===== src/rtl/mem_arbiter.sv =====
// Shared-bus arbiter: N PicoRV32 look-ahead request ports onto one valid/ready bus,
// round-robin or fixed priority, one transaction in flight, registered mem_ready pulse.

module mem_arbiter_slot (
    input  logic        clk,
    input  logic        resetn,
    input  logic        rd,
    input  logic        wr,
    input  logic [31:0] addr,
    input  logic [31:0] wdata,
    input  logic [3:0]  wstrb,
    input  logic        clr,
    output logic        req,
    output logic        cur_we,
    output logic [31:0] cur_addr,
    output logic [31:0] cur_wdata,
    output logic [3:0]  cur_wstrb
);
    logic        pend_q;
    logic        we_q;
    logic [31:0] addr_q;
    logic [31:0] wdata_q;
    logic [3:0]  wstrb_q;

    always_ff @(posedge clk) begin
        if (!resetn) begin
            pend_q  <= 1'b0;
            we_q    <= 1'b0;
            addr_q  <= '0;
            wdata_q <= '0;
            wstrb_q <= '0;
        end else if (clr) begin
            pend_q <= 1'b0;
        end else if ((rd | wr) && !pend_q) begin
            pend_q  <= 1'b1;
            we_q    <= wr;
            addr_q  <= addr;
            wdata_q <= wdata;
            wstrb_q <= wstrb;
        end
    end

    // A fresh pulse is visible to arbitration in its own cycle, so an idle
    // arbiter grants on the capture edge and matches picorv32 read latency.
    assign req       = pend_q | rd | wr;
    assign cur_we    = pend_q ? we_q    : wr;
    assign cur_addr  = pend_q ? addr_q  : addr;
    assign cur_wdata = pend_q ? wdata_q : wdata;
    assign cur_wstrb = pend_q ? wstrb_q : wstrb;
endmodule

module mem_arbiter #(
    parameter int   N_PORTS    = 4,
    parameter int   MEM_W      = 32,
    parameter int   FIXED_PRIO = 0,
    localparam int  PW         = (N_PORTS > 1) ? $clog2(N_PORTS) : 1
) (
    input  logic                   clk,
    input  logic                   resetn,
    input  logic [N_PORTS-1:0]     la_read,
    input  logic [N_PORTS-1:0]     la_write,
    input  logic [32*N_PORTS-1:0]  la_addr,
    input  logic [32*N_PORTS-1:0]  la_wdata,
    input  logic [4*N_PORTS-1:0]   la_wstrb,
    output logic [N_PORTS-1:0]     mem_ready,
    output logic [32*N_PORTS-1:0]  mem_rdata,
    output logic                   bus_valid,
    output logic                   bus_we,
    output logic [MEM_W-1:0]       bus_addr,
    output logic [31:0]            bus_wdata,
    output logic [3:0]             bus_wstrb,
    output logic [PW-1:0]          bus_id,
    input  logic [31:0]            bus_rdata,
    input  logic                   bus_ready
);
    typedef enum logic {IDLE, BUS} state_t;

    state_t                    state, state_d;
    logic [N_PORTS-1:0]        req, cur_we, done_vec;
    logic [N_PORTS-1:0][31:0]  cur_addr, cur_wdata;
    logic [N_PORTS-1:0][3:0]   cur_wstrb;
    logic [PW-1:0]             last, win, hi_win, lo_win;
    logic                      hi_found, lo_found;
    logic                      grant, done;
    logic                      sel_we;
    logic [31:0]               sel_addr, sel_wdata;
    logic [3:0]                sel_wstrb;

    for (genvar gi = 0; gi < N_PORTS; gi++) begin : g_slot
        mem_arbiter_slot u_slot (
            .clk       (clk),
            .resetn    (resetn),
            .rd        (la_read[gi]),
            .wr        (la_write[gi]),
            .addr      (la_addr[32*gi +: 32]),
            .wdata     (la_wdata[32*gi +: 32]),
            .wstrb     (la_wstrb[4*gi +: 4]),
            .clr       (done_vec[gi]),
            .req       (req[gi]),
            .cur_we    (cur_we[gi]),
            .cur_addr  (cur_addr[gi]),
            .cur_wdata (cur_wdata[gi]),
            .cur_wstrb (cur_wstrb[gi])
        );
        assign done_vec[gi] = done && (bus_id == PW'(gi));
    end

    // Round-robin = first requester above last, else first requester overall.
    always_comb begin
        hi_found = 1'b0;
        lo_found = 1'b0;
        hi_win   = '0;
        lo_win   = '0;
        for (int i = 0; i < N_PORTS; i++) begin
            if (req[i] && !lo_found) begin
                lo_win   = PW'(i);
                lo_found = 1'b1;
            end
            if (req[i] && !hi_found && i > int'(last)) begin
                hi_win   = PW'(i);
                hi_found = 1'b1;
            end
        end
        win = (FIXED_PRIO == 0 && hi_found) ? hi_win : lo_win;
    end

    always_comb begin
        sel_we    = 1'b0;
        sel_addr  = '0;
        sel_wdata = '0;
        sel_wstrb = '0;
        for (int i = 0; i < N_PORTS; i++) begin
            if (win == PW'(i)) begin
                sel_we    = cur_we[i];
                sel_addr  = cur_addr[i];
                sel_wdata = cur_wdata[i];
                sel_wstrb = cur_wstrb[i];
            end
        end
    end

    always_ff @(posedge clk) begin
        if (!resetn) state <= IDLE;
        else         state <= state_d;
    end

    always_comb begin
        state_d = state;
        grant   = 1'b0;
        done    = 1'b0;
        case (state)
            IDLE: if (|req) begin
                grant   = 1'b1;
                state_d = BUS;
            end
            BUS: if (bus_valid && bus_ready) begin
                done    = 1'b1;
                state_d = IDLE;
            end
            default: state_d = IDLE;
        endcase
    end

    always_ff @(posedge clk) begin
        if (!resetn) begin
            bus_valid <= 1'b0;
            bus_we    <= 1'b0;
            bus_addr  <= '0;
            bus_wdata <= '0;
            bus_wstrb <= '0;
            bus_id    <= '0;
            mem_ready <= '0;
            mem_rdata <= '0;
            last      <= PW'(N_PORTS - 1);
        end else begin
            mem_ready <= done_vec;
            if (grant) begin
                bus_valid <= 1'b1;
                bus_we    <= sel_we;
                bus_addr  <= sel_addr[MEM_W-1:0];
                bus_wdata <= sel_wdata;
                bus_wstrb <= sel_we ? sel_wstrb : 4'b0000;
                bus_id    <= win;
                last      <= win;
            end
            if (done) begin
                bus_valid <= 1'b0;
                if (!bus_we) begin
                    for (int i = 0; i < N_PORTS; i++)
                        if (done_vec[i]) mem_rdata[32*i +: 32] <= bus_rdata;
                end
            end
        end
    end
endmodule


===== config.mk =====
export PLATFORM = sky130hd
export DESIGN_NAME = mem_arbiter
export DESIGN_NICKNAME = d
export VERILOG_FILES = /design/src/rtl/mem_arbiter.sv
export SDC_FILE = /design/constraint.sdc
export NUM_CORES = 1
export LEC_CHECK = 0
export CAP_MARGIN = 5
export CORE_ASPECT_RATIO = 1.5
export CORE_MARGIN = 2
export CORE_UTILIZATION = 35
export CTS_BUF_LIST = sky130_fd_sc_hd__clkbuf_8
export DETAILED_ROUTE_END_ITERATION = 10
export PLACE_DENSITY = 0.59
export SYNTH_ARGS = -nofsm -noshare
export SYNTH_HDL_FRONTEND = slang
export SYNTH_SLANG_ARGS = --single-unit
export TNS_END_PERCENT = 10

===== constraint.sdc =====
create_clock -name clk -period 2.4 [get_ports clk]
set_input_delay 0.72 -clock clk [delete_from_list [all_inputs] [get_ports clk]]
set_output_delay 0.72 -clock clk [all_outputs]
set_load 0.05 [all_outputs]

* Word level (Yosys, flattened, before mapping) *
Index checks and enable logic that the tools add are counted.

storage, ports and cells
  input bits = 315
  flip-flop bits (word level) = 487
  output and inout bits = 204
  logic and storage cells = 155

operators by class
  reductions and logical operators = 42
  eq/ne operators = 6
  bitwise gates (word level) = 19
  magnitude comparators = 3
  muxes and demuxes = 52

operators with widths
  kind                                                          count
  2-to-1 mux 32 bit                                             16
  2-to-1 mux 4 bit                                              9
  2-to-1 mux 1 bit                                              21
  logical AND 1 bit                                             17
  bitwise OR 1 bit                                              12
  AND reduction 3 bit                                           4
  2-to-1 mux 2 bit                                              5
  OR reduction 2 bit                                            5
  zero test 1 bit                                               9
  == test 2 bit, second input constant                          4
  AND reduction 2 bit                                           4
  NOT 1 bit                                                     7
  == test 2 x 1 -> 1 bit, second input constant                 2
  greater-than comparator 2 bit, first input constant           2
  zero test 2 bit                                               2
  OR reduction 4 bit                                            1
  greater-than comparator 1 x 2 -> 1 bit, first input constant  1
  case mux 1 bit (2 select lines)                               1

* Longest topological paths before layout *
Gate-level depths: netlist (run 1).

  depth in word-level cells = 19
  gate-level depth with buffers = 11
  gate-level depth less buffers = 6

* Modules after synthesis *
Synthesis (run 1) repeated with hierarchy kept, for this count alone.

unflattened totals
  cell total of the unflattened synthesis = 2,646
  area total of the unflattened synthesis = 23,218.5 sq um

modules (own cells, without submodules)
  module            sequential area each (sq um)  cells an instance  instances  area each (sq um)
  mem_arbiter_slot  1,401.3                       381                4          3,614.7
  mem_arbiter       4,144.0                       1,122              1          8,759.7

* Worst setup path before layout (run 1) *
Ideal clock, no wire load.

  path kind = input to register
  start = input port la_write[3]
  end = register bus_addr[2]
  cell stages on the path = 10
  slack = -0.132 ns
  setup time = 0.074 ns
  arrival = 2.458 ns
  cells stage by stage = or3_1 -> buf_2 -> a32o_1 -> a211o_1 -> buf_2 -> buf_6 -> buf_6 -> a21oi_2 -> o221ai_1 -> a31oi_1

between the ends
  word-level cells in the longest chain between the ends = 10
  elaborated cells on any way between the ends = 19
  those cells by class = eq/ne: 3; mux: 10; bitwise: 1; reduce/logical: 5

RTL lines
  element                                               RTL line  RTL
  start: declaration                                    61        input logic [N_PORTS-1:0] la_write,
  bitwise OR 1 bit *                                    45        assign req = pend_q | rd | wr;
  logical AND 1 bit (2 in series)                       119       if (req[i] && !hi_found && i > int'(last)) begin
  2-to-1 mux 2 bit or 2-to-1 mux 1 bit (tied branches)  119
  2-to-1 mux 2 bit                                      124       win = (FIXED_PRIO == 0 && hi_found) ? hi_win : lo_win;
  zero test 2 bit                                       133       if (win == PW'(i)) begin
  2-to-1 mux 32 bit (4 in series)                       133
  end signal: assignment                                180       bus_addr <= sel_addr[MEM_W-1:0];
  end: declaration                                      69        output logic [MEM_W-1:0] bus_addr,

Every way passes the cells marked *; elsewhere a longest branch is shown, timed or not.
A chain may end at the register's enable or synchronous reset.

* Worst setup path after layout (run 1) *
  start = input port la_write[1]
  end = register bus_wdata[25]

between the ends
  word-level cells in the longest chain between the ends = 17
  elaborated cells on any way between the ends = 36
  those cells by class = eq/ne: 3; mux: 18; bitwise: 1; reduce/logical: 14

RTL lines
  element                                               RTL line  RTL
  bitwise OR 1 bit *                                    45
  logical AND 1 bit                                     119
  2-to-1 mux 1 bit                                      119
  zero test 1 bit                                       119
  logical AND 1 bit (2 in series)                       119
  2-to-1 mux 1 bit                                      119
  zero test 1 bit                                       119
  logical AND 1 bit (2 in series)                       119
  2-to-1 mux 2 bit or 2-to-1 mux 1 bit (tied branches)  119
  2-to-1 mux 2 bit                                      124
  zero test 2 bit                                       133
  2-to-1 mux 32 bit (4 in series)                       133
  end signal: assignment                                181       bus_wdata <= sel_wdata;
  end: declaration                                      70        output logic [31:0] bus_wdata,

Marked as above.

==> flow_summary_export.csv, run 1 <==
group,metric,value,unit
run_status,status,"completed",
critical_path,crit_fanout,19,
timing,finalCriticalPeriod,2.35,ns
die,die_area,66700,µm²
finish,final_cell_mix,"875 x nand2_1, 483 x dfxtp_1, 400 x a21boi_0",
grt,grt.total_usage,26.0,%
power,pwr-share-comb,23.9,%
synthesis,netlist_instances,2720,
power,powerDensity,688,nW/µm²
detailed_routing,drt_iter0_drc,1413,
power,vdd_drop_max,0.397,mV
clocking,cts_tree,"yes",
detailed_routing,drt_wl_total,89600,µm
finish,drive_gt1_share,14.0,%
synthesis,synthArstFlopShare,0,%
detailed_routing,wl_per_cell,21.8,µm
clocking,cts_made_buffers,80,
power,p_leak,0.0124,µW
timing,rsz0062_at_grt,"true",
grt,grt_max_degree,82,
critical_path,path_class,"in2reg",
place,dp_hpwl,63300,µm
timing,maxSlewViolCount,0,
detailed_routing,ant_nets,0,
grt,grt_pass1_vias,21500,
critical_path,crit_path_start_kind,"input port",
timing,finClkSkew,0.0201,ns
critical_path,worstPathArrival,2.95,ns
power,switching_share,31.5,%
timing,clock.fmax,426,MHz
clocking,h-tree-depth,3,
finish,nets,3532,
clocking,hold_buffers,0,
critical_path,path_cells,"clkdlybuf4s50_1, buf_4, nor3_4, buf_6, o22ai_2, a211o_4, buf_12, a21oi_1, o221ai_1, a31oi_1",
clocking,clock_sinks,487,
die,fp-row-count,114,
timing,setup_viol,0,
die,ios,519,
timing,relSlewSlack,38.6,%
synthesis,ys_types,42,
place,dp_slack,-0.795,ns
die,die_y,315,µm
die,core-area,64200,µm²
grt,gr-total-overflow,0,
timing,finalHoldViolations,0,
critical_path,critPathSlowestCell,"a211o_4",
synthesis,ys.flop_type,"dfxtp_1",
synthesis,synth.yosys.warnings,0,
power,p_int,14800,µW
power,netSwitchingPower,6800,µW
job,max_cap_viol_count,0,
power,pwr-share-seq,41.4,%
place,portBuffers,518,
synthesis,synth.avg_cell_area,8.31,µm²
place,gp_routability_congestion,0.879,
timing,period_share,97.8,%
critical_path,crit_path_max_incr_delay,0.47,ns
critical_path,cp_data_required_time,3.00,ns
clocking,clock_latency,0.67,ns
grt,antenna_found_initial,33,
finish,syn2layout_area_growth,38.6,%
timing,worstMarginPinSlew,0.921,ns
clocking,clkTransAtPathRegs,0.07,ns
synthesis,ys_seq_area_share,43.1,%
hold_path,min_path_type,"in2reg",
synthesis,synth_seq_cells,487,
grt,grt_pass1_wl,131000,µm
die,start_util,35.2,%
synthesis,synth-edff-count,0,
finish,final_common_cell,"nand2_1",
timing,fin_hold_ws,0.420,ns
critical_path,endpoint_kind,"register",
power,p_clk_share,34.7,%
detailed_routing,drtPass1Iterations,6,
timing,fin_ws,0.0521,ns
die,die_x,212,µm
clocking,clk_path_buf_depth,3,
synthesis,synth_area,22600,µm²
detailed_routing,dr_total_vias,21800,
synthesis,synth_nets,3035,
detailed_routing,viasPerCell,5.31,
detailed_routing,drc_errors,0,
clocking,cts_root_buf,"clkbuf_8",
-- final cells by class --
cell class              count  area [µm²]
diodes                     17        42.5
clock buffers             105        1450
clock inverters            39         186
fillers                  6322       32800
inverters                   1        3.75
multi-input cells        1992       12100
flip-flops and latches    487        9760
well taps                 812        1020
repair buffers            655        6750
-- per-layer routing --
| layer | vias to the layer above | track usage (%) | wire length, µm |
|---|---|---|---|
| met4 | 30 | 14.1 | 4340 |
| met1 | 10300 | 29.1 | 34100 |
| met5 | - | 0 | 218 |
| li1 | 10400 | - | - |
| met3 | 219 | 6.18 | 6540 |
| met2 | 831 | 45.5 | 44300 |
-- critical path, delay by kind of cell --
| kind | cells | cell delay, ns |
|---|---|---|
| AOI/OAI and AO/OA | 5 | 1.06 |
| buffers and inverters | 4 | 0.96 |
| and+or+nand+nor | 1 | 0.19 |
-- kinds of logic (layout without fill, tap and decap cells) --
kind of cell / Yosys count / after routing / synth area share, %
flops: 487 / 487 / 43.1
buf+inv: 242 / 800 / 4.25
compound gates: 713 / 714 / 22.4
other cells: 0 / 17 / 0
simple gates: 1002 / 1002 / 17.4
mux: 276 / 276 / 12.9
-- power groups by stage --
stage               Sequential [µW]  Clock, µW  Combinational [µW]
finish                         8930       7480                5160
global route                   8980       8030                5490
CTS                            8930       7700                5150
global placement               9080          0                5140
floorplan                      9620          0                2210
detailed placement             9100          0                5210
-- state kept, by name, indices dropped and copies added (netlist names), 4 cells and up --
name	count
bus_addr	32
bus_wdata	32
bus_wstrb	4
g_slot.u_slot.addr_q	128
g_slot.u_slot.pend_q	4
g_slot.u_slot.wdata_q	128
g_slot.u_slot.we_q	4
g_slot.u_slot.wstrb_q	16
mem_rdata	128
mem_ready	4
-- cell usage after synthesis (all sizes together), types with 5 or more instances --
library cell	count	area share, %
a21boi	400	13
a21oi	70	1.7
a22oi	6	0.20
a31oi	64	1.8
and2	6	0.17
buf	36	0.83
clkbuf	205	3.4
dfxtp	487	43
mux2	128	6.4
mux2i	148	6.6
nand2	877	15
nand3	7	0.15
nor2	18	0.30
nor2b	6	0.17
nor3	76	1.7
o21a	5	0.17
o21ai	78	1.7
o221ai	64	2.5
or3	6	0.17
-- metrics by stage --
step / power, µW / instance area, µm² / instances / util, % / TNS, ns
after floorplan: 11800 / 22600 / 2720 / - / -1.25
after global placement: 14200 / 29700 / 3943 / 46.3 / -91.09
after detailed placement: 14300 / 29700 / 3943 / 46.3 / -114.47
after CTS: 21800 / 31200 / 4087 / 48.6 / 0
after global routing: 22500 / 31300 / 4106 / 48.8 / -0.0886
final: 21600 / 31300 / 4108 / 48.8 / 0
-- timing repair --
| item | in CTS | in global routing |
|---|---|---|
| setup buffers | 0 | 3 |
| endpoints found under the setup margin | 201 | 69 |
| pin swaps | 1 | 8 |
| gates resized for setup | 194 | 19 |
| cloned | 0 | 1 |
-- worst paths after layout --
check                                             start                           to  slack, ns  cells after the start
worst max register to register  g_slot[1].u_slot.pend_q                bus_wdata[25]       0.19                      7
worst max-delay path                        la_write[1]                bus_wdata[25]       0.05                     10
worst min-delay path                             resetn  g_slot[2].u_slot.addr_q[12]       0.42                      2
worst min register to register           mem_rdata[112]               mem_rdata[112]       0.46                      2
Note: power is estimated with default switching activity, not from simulation.
==> run 2: changes to the inputs <==
Settings changed: PLACE_DENSITY 0.59 to 0.57, SYNTH_HIERARCHICAL set to 1.
Clock period 2.4 ns to 2.35 ns, I/O delays scaled along.
==> flow_summary_export.csv, run 2 <==
group,metric,value,unit
power,p_leak,0.0132,µW
die,die_area,68500,µm²
finish,num-fill-cells,6313,
clocking,cts_root_buf,"clkbuf_8",
synthesis,synth_common_cells,"823 x nand2_1, 487 x dfxtp_1, 276 x mux2_2",
die,core-area,65600,µm²
timing,finalCriticalPeriod,2.34,ns
hold_path,hold_end,"bus_wdata[0]",
synthesis,synthArstFlopShare,0,%
finish,final_common_cell,"nand2_1",
detailed_routing,wl_met2,43600,µm
grt,antenna_found_initial,19,
detailed_routing,top_layer_used,"met5",
synthesis,synth-edff-count,0,
timing,clock.fmax,428,MHz
critical_path,reg2reg_from,"g_slot[0].u_slot/pend_q",
synthesis,ys.flop_type,"dfxtp_1",
critical_path,worstPathArrival,2.87,ns
timing,fin_hold_ws,0.418,ns
synthesis,yosysMostFrequentCell,"nand2_1",
finish,fin_util,48.3,%
clocking,clk_path_buf_depth,3,
grt,grt_pass1_wl,132000,µm
job,max_cap_viol_count,0,
timing,worstMarginPinSlew,0.645,ns
clocking,cts_tree,"yes",
critical_path,endpoint_kind,"register",
detailed_routing,ant_nets,0,
detailed_routing,drt_iter0_drc,1268,
die,die_x,214,µm
clocking,hold_buffers,0,
synthesis,synth_nets,2961,
clocking,h-tree-depth,3,
detailed_routing,drc_errors,0,
clocking,cts_made_buffers,84,
synthesis,netlist_instances,2646,
timing,period_share,99.4,%
power,powerDensity,711,nW/µm²
power,vdd_drop_max,0.516,mV
timing,relSlewSlack,57.0,%
finish,reg_top3,"g_slot.u_slot/addr_q: 128 flops, g_slot.u_slot/wdata_q: 128 flops, mem_rdata: 128 flops",
synthesis,ys_types,48,
finish,final_cell_mix,"823 x nand2_1, 481 x dfxtp_1, 306 x clkdlybuf4s50_1",
synthesis,synth.top_cell.area_share,42.0,%
detailed_routing,wl_per_cell,21.9,µm
clocking,clkTransAtPathRegs,0.06,ns
grt,gr-total-overflow,0,
detailed_routing,viasPerCell,5.21,
clocking,clock_sinks,487,
hold_path,min-delay-start,"resetn",
critical_path,r2r_cells,10,
synthesis,ys_seq_area_share,42.0,%
timing,setup_viol,0,
finish,nets,3466,
die,die_y,319,µm
finish,syn2layout_area_growth,36.4,%
hold_path,min_path_type,"in2reg",
die,ios,519,
synthesis,synth_top_area_cell,"dfxtp_1",
timing,maxSlewViolCount,0,
detailed_routing,wl_met1,34500,µm
place,gp_routability_congestion,0.856,
clocking,clock_latency,0.67,ns
power,power.total,22500,µW
grt,grt.total_usage,24.8,%
finish,drive_gt1_share,19.2,%
timing,rsz0062_at_grt,"true",
die,fp-row-count,115,
timing,finalHoldViolations,0,
critical_path,r2r_slack,0.01,ns
detailed_routing,dr_total_vias,21400,
critical_path,path_class,"reg2reg",
timing,finClkSkew,0.0365,ns
critical_path,cp-startpoint,"g_slot[0].u_slot/pend_q",
critical_path,cp_data_required_time,2.89,ns
synthesis,synth.yosys.warnings,6,
detailed_routing,drt_wl_total,89700,µm
synthesis,synth_area,23200,µm²
detailed_routing,drtPass1Iterations,6,
synthesis,synth_seq_cells,487,
place,portBuffers,518,
run_status,status,"completed",
grt,grt_max_degree,120,
die,start_util,35.4,%
synthesis,yosys-top-cells-area,"dfxtp_1 42%, mux2_2 13%, nand2_1 13%",
critical_path,crit_path_start_kind,"register",
critical_path,crit_fanout,13,
synthesis,synth.avg_cell_area,8.77,µm²
place,dp_hpwl,60900,µm
detailed_routing,wl_met3,7140,µm
critical_path,r2r-end,"bus_wdata[24]",
hold_path,whs_path_depth,3,
grt,grt_pass1_vias,22100,
-- run 2: cell types whose count changed in the layout (fill, tap and decap cells not counted), sizes merged, moves of 61 or more --
cell	before	now
nor3	76	7
a21boi	400	1
mux2	128	276
a21oi	70	269
a31oi	64	3
a221o	0	66
mux2i	148	272
o221ai	64	2
-- run 2: power by group --
part | switching [µW] | total, µW | internal, µW
combinational | 2980 | 5400 | 2420
clock | 3790 | 7940 | 4150
sequential | 360 | 9190 | 8830
total | 7130 | 22500 | 15400
-- run 2: metal layers --
metal,track usage [%],vias up
met5,0,-
met4,12.6,18
met3,7.54,211
met2,42.7,803
met1,27.5,10300
li1,-,10100
-- run 2: layout make-up --
class	count	area, µm²	share of cell area [%]
inverters	1	6.26	0.0197
diodes	9	22.5	0.0711
clock buffers	108	1490	4.69
clock inverters	43	218	0.687
repair buffers	652	6760	21.3
multi-input cells	1925	12300	38.9
well taps	877	1100	3.46
flip-flops and latches	487	9770	30.8
-- run 2: timing repair --
item,CTS,global route
setup endpoints to repair,198,64
resized for setup,224,35
pin swaps,0,15
buffers inserted,0,11
gates cloned,0,10
-- run 2: kinds of logic after synthesis --
logic type	Yosys count	synth area share [%]
AO/OA/AOI/OAI	502	12.7
AND/OR/NAND/NOR	875	14.7
buffers and inverters	234	5.49
multiplexers	548	25.1
flip-flops	487	42.0
-- run 2: how the worst max path moves through the flow --
| stage | endpoint | slack (ns) | depth (start not counted) |
|---|---|---|---|
| 4_1_cts | mem_rdata[89] | 0.0003 | 1 |
| 3_3_place_gp | bus_wstrb[1] | -0.79 | 9 |
| 6_report | bus_wdata[24] | 0.01 | 10 |
| 3_5_place_dp | bus_wstrb[3] | -0.85 | 10 |
| 5_1_grt | bus_addr[4] | -0.11 | 10 |
| 2_1_floorplan | bus_addr[10] | -0.14 | 11 |
-- run 2: per-stage QoR --
step | setup TNS (ns) | instance area, µm² | setup slack [ns] | cells
3_5_place_dp | -92.81 | 29700 | -0.845 | 3921
4_1_cts | 0 | 31200 | 0.000333 | 4072
5_1_grt | -2.71 | 31700 | -0.110 | 4102
2_1_floorplan | -6.81 | 23200 | -0.142 | 2646
6_report | 0 | 31700 | 0.0139 | 4102
3_3_place_gp | -83.53 | 29700 | -0.785 | 3921
-- run 2: critical path, stage by stage (launching register included) --
cell	delay, ns
dfxtp_4	0.34
or3_4	0.42
buf_4	0.15
nor2b_1	0.18
o21ai_2	0.09
and3_4	0.20
buf_4	0.16
clkbuf_16	0.18
a221o_1	0.30
o21ai_0	0.07
a21oi_1	0.09
==> run 3: changes to the inputs <==
Settings changed: SYNTH_HIERARCHICAL 1 to unset.
==> flow_summary_export.csv, run 3 (synthesis gave the netlist of run 1 again) <==
group,metric,value,unit
power,powerDensity,707,nW/µm²
job,max_cap_viol_count,0,
hold_path,min_path_type,"reg2reg",
grt,grt_pass1_wl,131000,µm
detailed_routing,drc_errors,0,
critical_path,reg2reg_from,"g_slot[3].u_slot.pend_q",
critical_path,r2r_cells,7,
die,start_util,35.2,%
place,dp_hpwl,62600,µm
timing,finalHoldViolations,0,
die,die_x,212,µm
hold_path,whs_path_depth,2,
timing,worstMarginPinSlew,0.892,ns
detailed_routing,drt_wl_total,88600,µm
critical_path,worstPathArrival,1.58,ns
place,gp_routability_congestion,0.876,
die,die_y,315,µm
critical_path,path_cells,"dlygate4sd2_1",
grt,grt_max_degree,87,
finish,stdcell_area,31200,µm²
critical_path,critPathSlowestCell,"dlygate4sd2_1",
place,placed_area,29600,µm²
finish,drive_gt1_share,14.2,%
timing,fin_ws,0.0620,ns
die,core-area,64200,µm²
critical_path,crit_path_max_incr_delay,0.55,ns
place,portBuffers,518,
detailed_routing,ant_nets,0,
finish,num-fill-cells,6156,
critical_path,critical_path.top_delay_family,"buffers and inverters",
critical_path,crit_fanout,2,
detailed_routing,drt_iter0_drc,1300,
clocking,cts_tree,"yes",
grt,antenna_found_initial,41,
clocking,cts_root_buf,"clkbuf_8",
detailed_routing,dr_total_vias,21600,
finish,reg_top3,"g_slot.u_slot.addr_q: 128 flops, g_slot.u_slot.wdata_q: 128 flops, mem_rdata: 128 flops",
power,p_leak,0.0123,µW
critical_path,path_depth,1,
detailed_routing,wl_per_cell,21.6,µm
timing,finClkSkew,0.0365,ns
clocking,clock_latency,0.69,ns
power,vdd_drop_max,0.468,mV
hold_path,min-delay-start,"mem_rdata[68]",
finish,final_cell_mix,"876 x nand2_1, 482 x dfxtp_1, 400 x a21boi_0",
critical_path,path_class,"reg2out",
power,power.total,22100,µW
timing,period_share,97.4,%
critical_path,endpoint_kind,"primary output",
clocking,cts_made_buffers,80,
critical_path,cp-startpoint,"bus_addr[20]",
finish,final_common_cell,"nand2_1",
die,fp-row-count,114,
critical_path,cp_data_required_time,1.64,ns
clocking,clock_sinks,487,
grt,grt.total_usage,25.9,%
clocking,h-tree-depth,3,
timing,clock.fmax,437,MHz
timing,maxSlewViolCount,0,
detailed_routing,viasPerCell,5.26,
die,ios,519,
timing,setup_viol,0,
timing,relSlewSlack,40.5,%
place,dp_slack,-0.691,ns
finish,syn2layout_area_growth,38.1,%
clocking,clkTransAtPathRegs,0.06,ns
detailed_routing,drtPass1Iterations,5,
clocking,clk_path_buf_depth,3,
timing,finalCriticalPeriod,2.29,ns
grt,grt_pass1_vias,21800,
finish,nets,3528,
critical_path,crit_path_start_kind,"register",
die,die_area,66700,µm²
timing,rsz0062_at_grt,"false",
run_status,status,"completed",
critical_path,path_buf_inv,1,
grt,gr-total-overflow,0,
[run 3: metrics by stage]
step | hold slack, ns | std cells | util, % | TNS, ns
after global routing | 0.443 | 4097 | 48.6 | 0
after CTS | 0.381 | 4087 | 48.5 | -0.00126
after detailed placement | 0.453 | 3943 | 46.2 | -126.75
after floorplan | 0.440 | 2720 | - | -3.35
after global placement | 0.446 | 3943 | 46.2 | -110.94
final | 0.456 | 4102 | 48.7 | 0
[run 3: worst paths after layout]
kind                    to  slack (ns)
max           bus_addr[20]        0.06
max reg2reg  bus_wdata[13]        0.14
min reg2reg  mem_rdata[68]        0.46
min          mem_rdata[68]        0.46
[run 3: power by group]
part,total [µW],internal [µW],leakage (µW),switching [µW]
combinational,5180,2170,0.00733,3010
clock,7790,4220,0.000958,3570
sequential,9120,8790,0.00399,337
[run 3: timing repair]
action / in CTS / in global routing
pin swaps: 0 / 1
gates resized for setup: 220 / 12
buffers inserted: 0 / 0
hold buffers: 0 / 0
endpoints found under the setup margin: 172 / 70
[run 3: routing by layer]
metal  vias up  GRT usage [%]  part of all wire [%]
met1     10200           28.1                    37
met2       783           45.0                    49
met5         -              0                  0.40
li1      10400              -                     -
met3       242           8.39                   8.6
met4        52           13.6                   4.6
[run 3: layout make-up]
type / instances / area, µm² / share of cell area (%)
multi-input cells: 1991 / 12100 / 38.7
flip-flops and latches: 487 / 9770 / 31.3
repair buffers: 652 / 6650 / 21.3
clock buffers: 102 / 1400 / 4.50
well taps: 812 / 1020 / 3.25
clock inverters: 42 / 256 / 0.821
diodes: 15 / 37.5 / 0.120
inverters: 1 / 3.75 / 0.0120
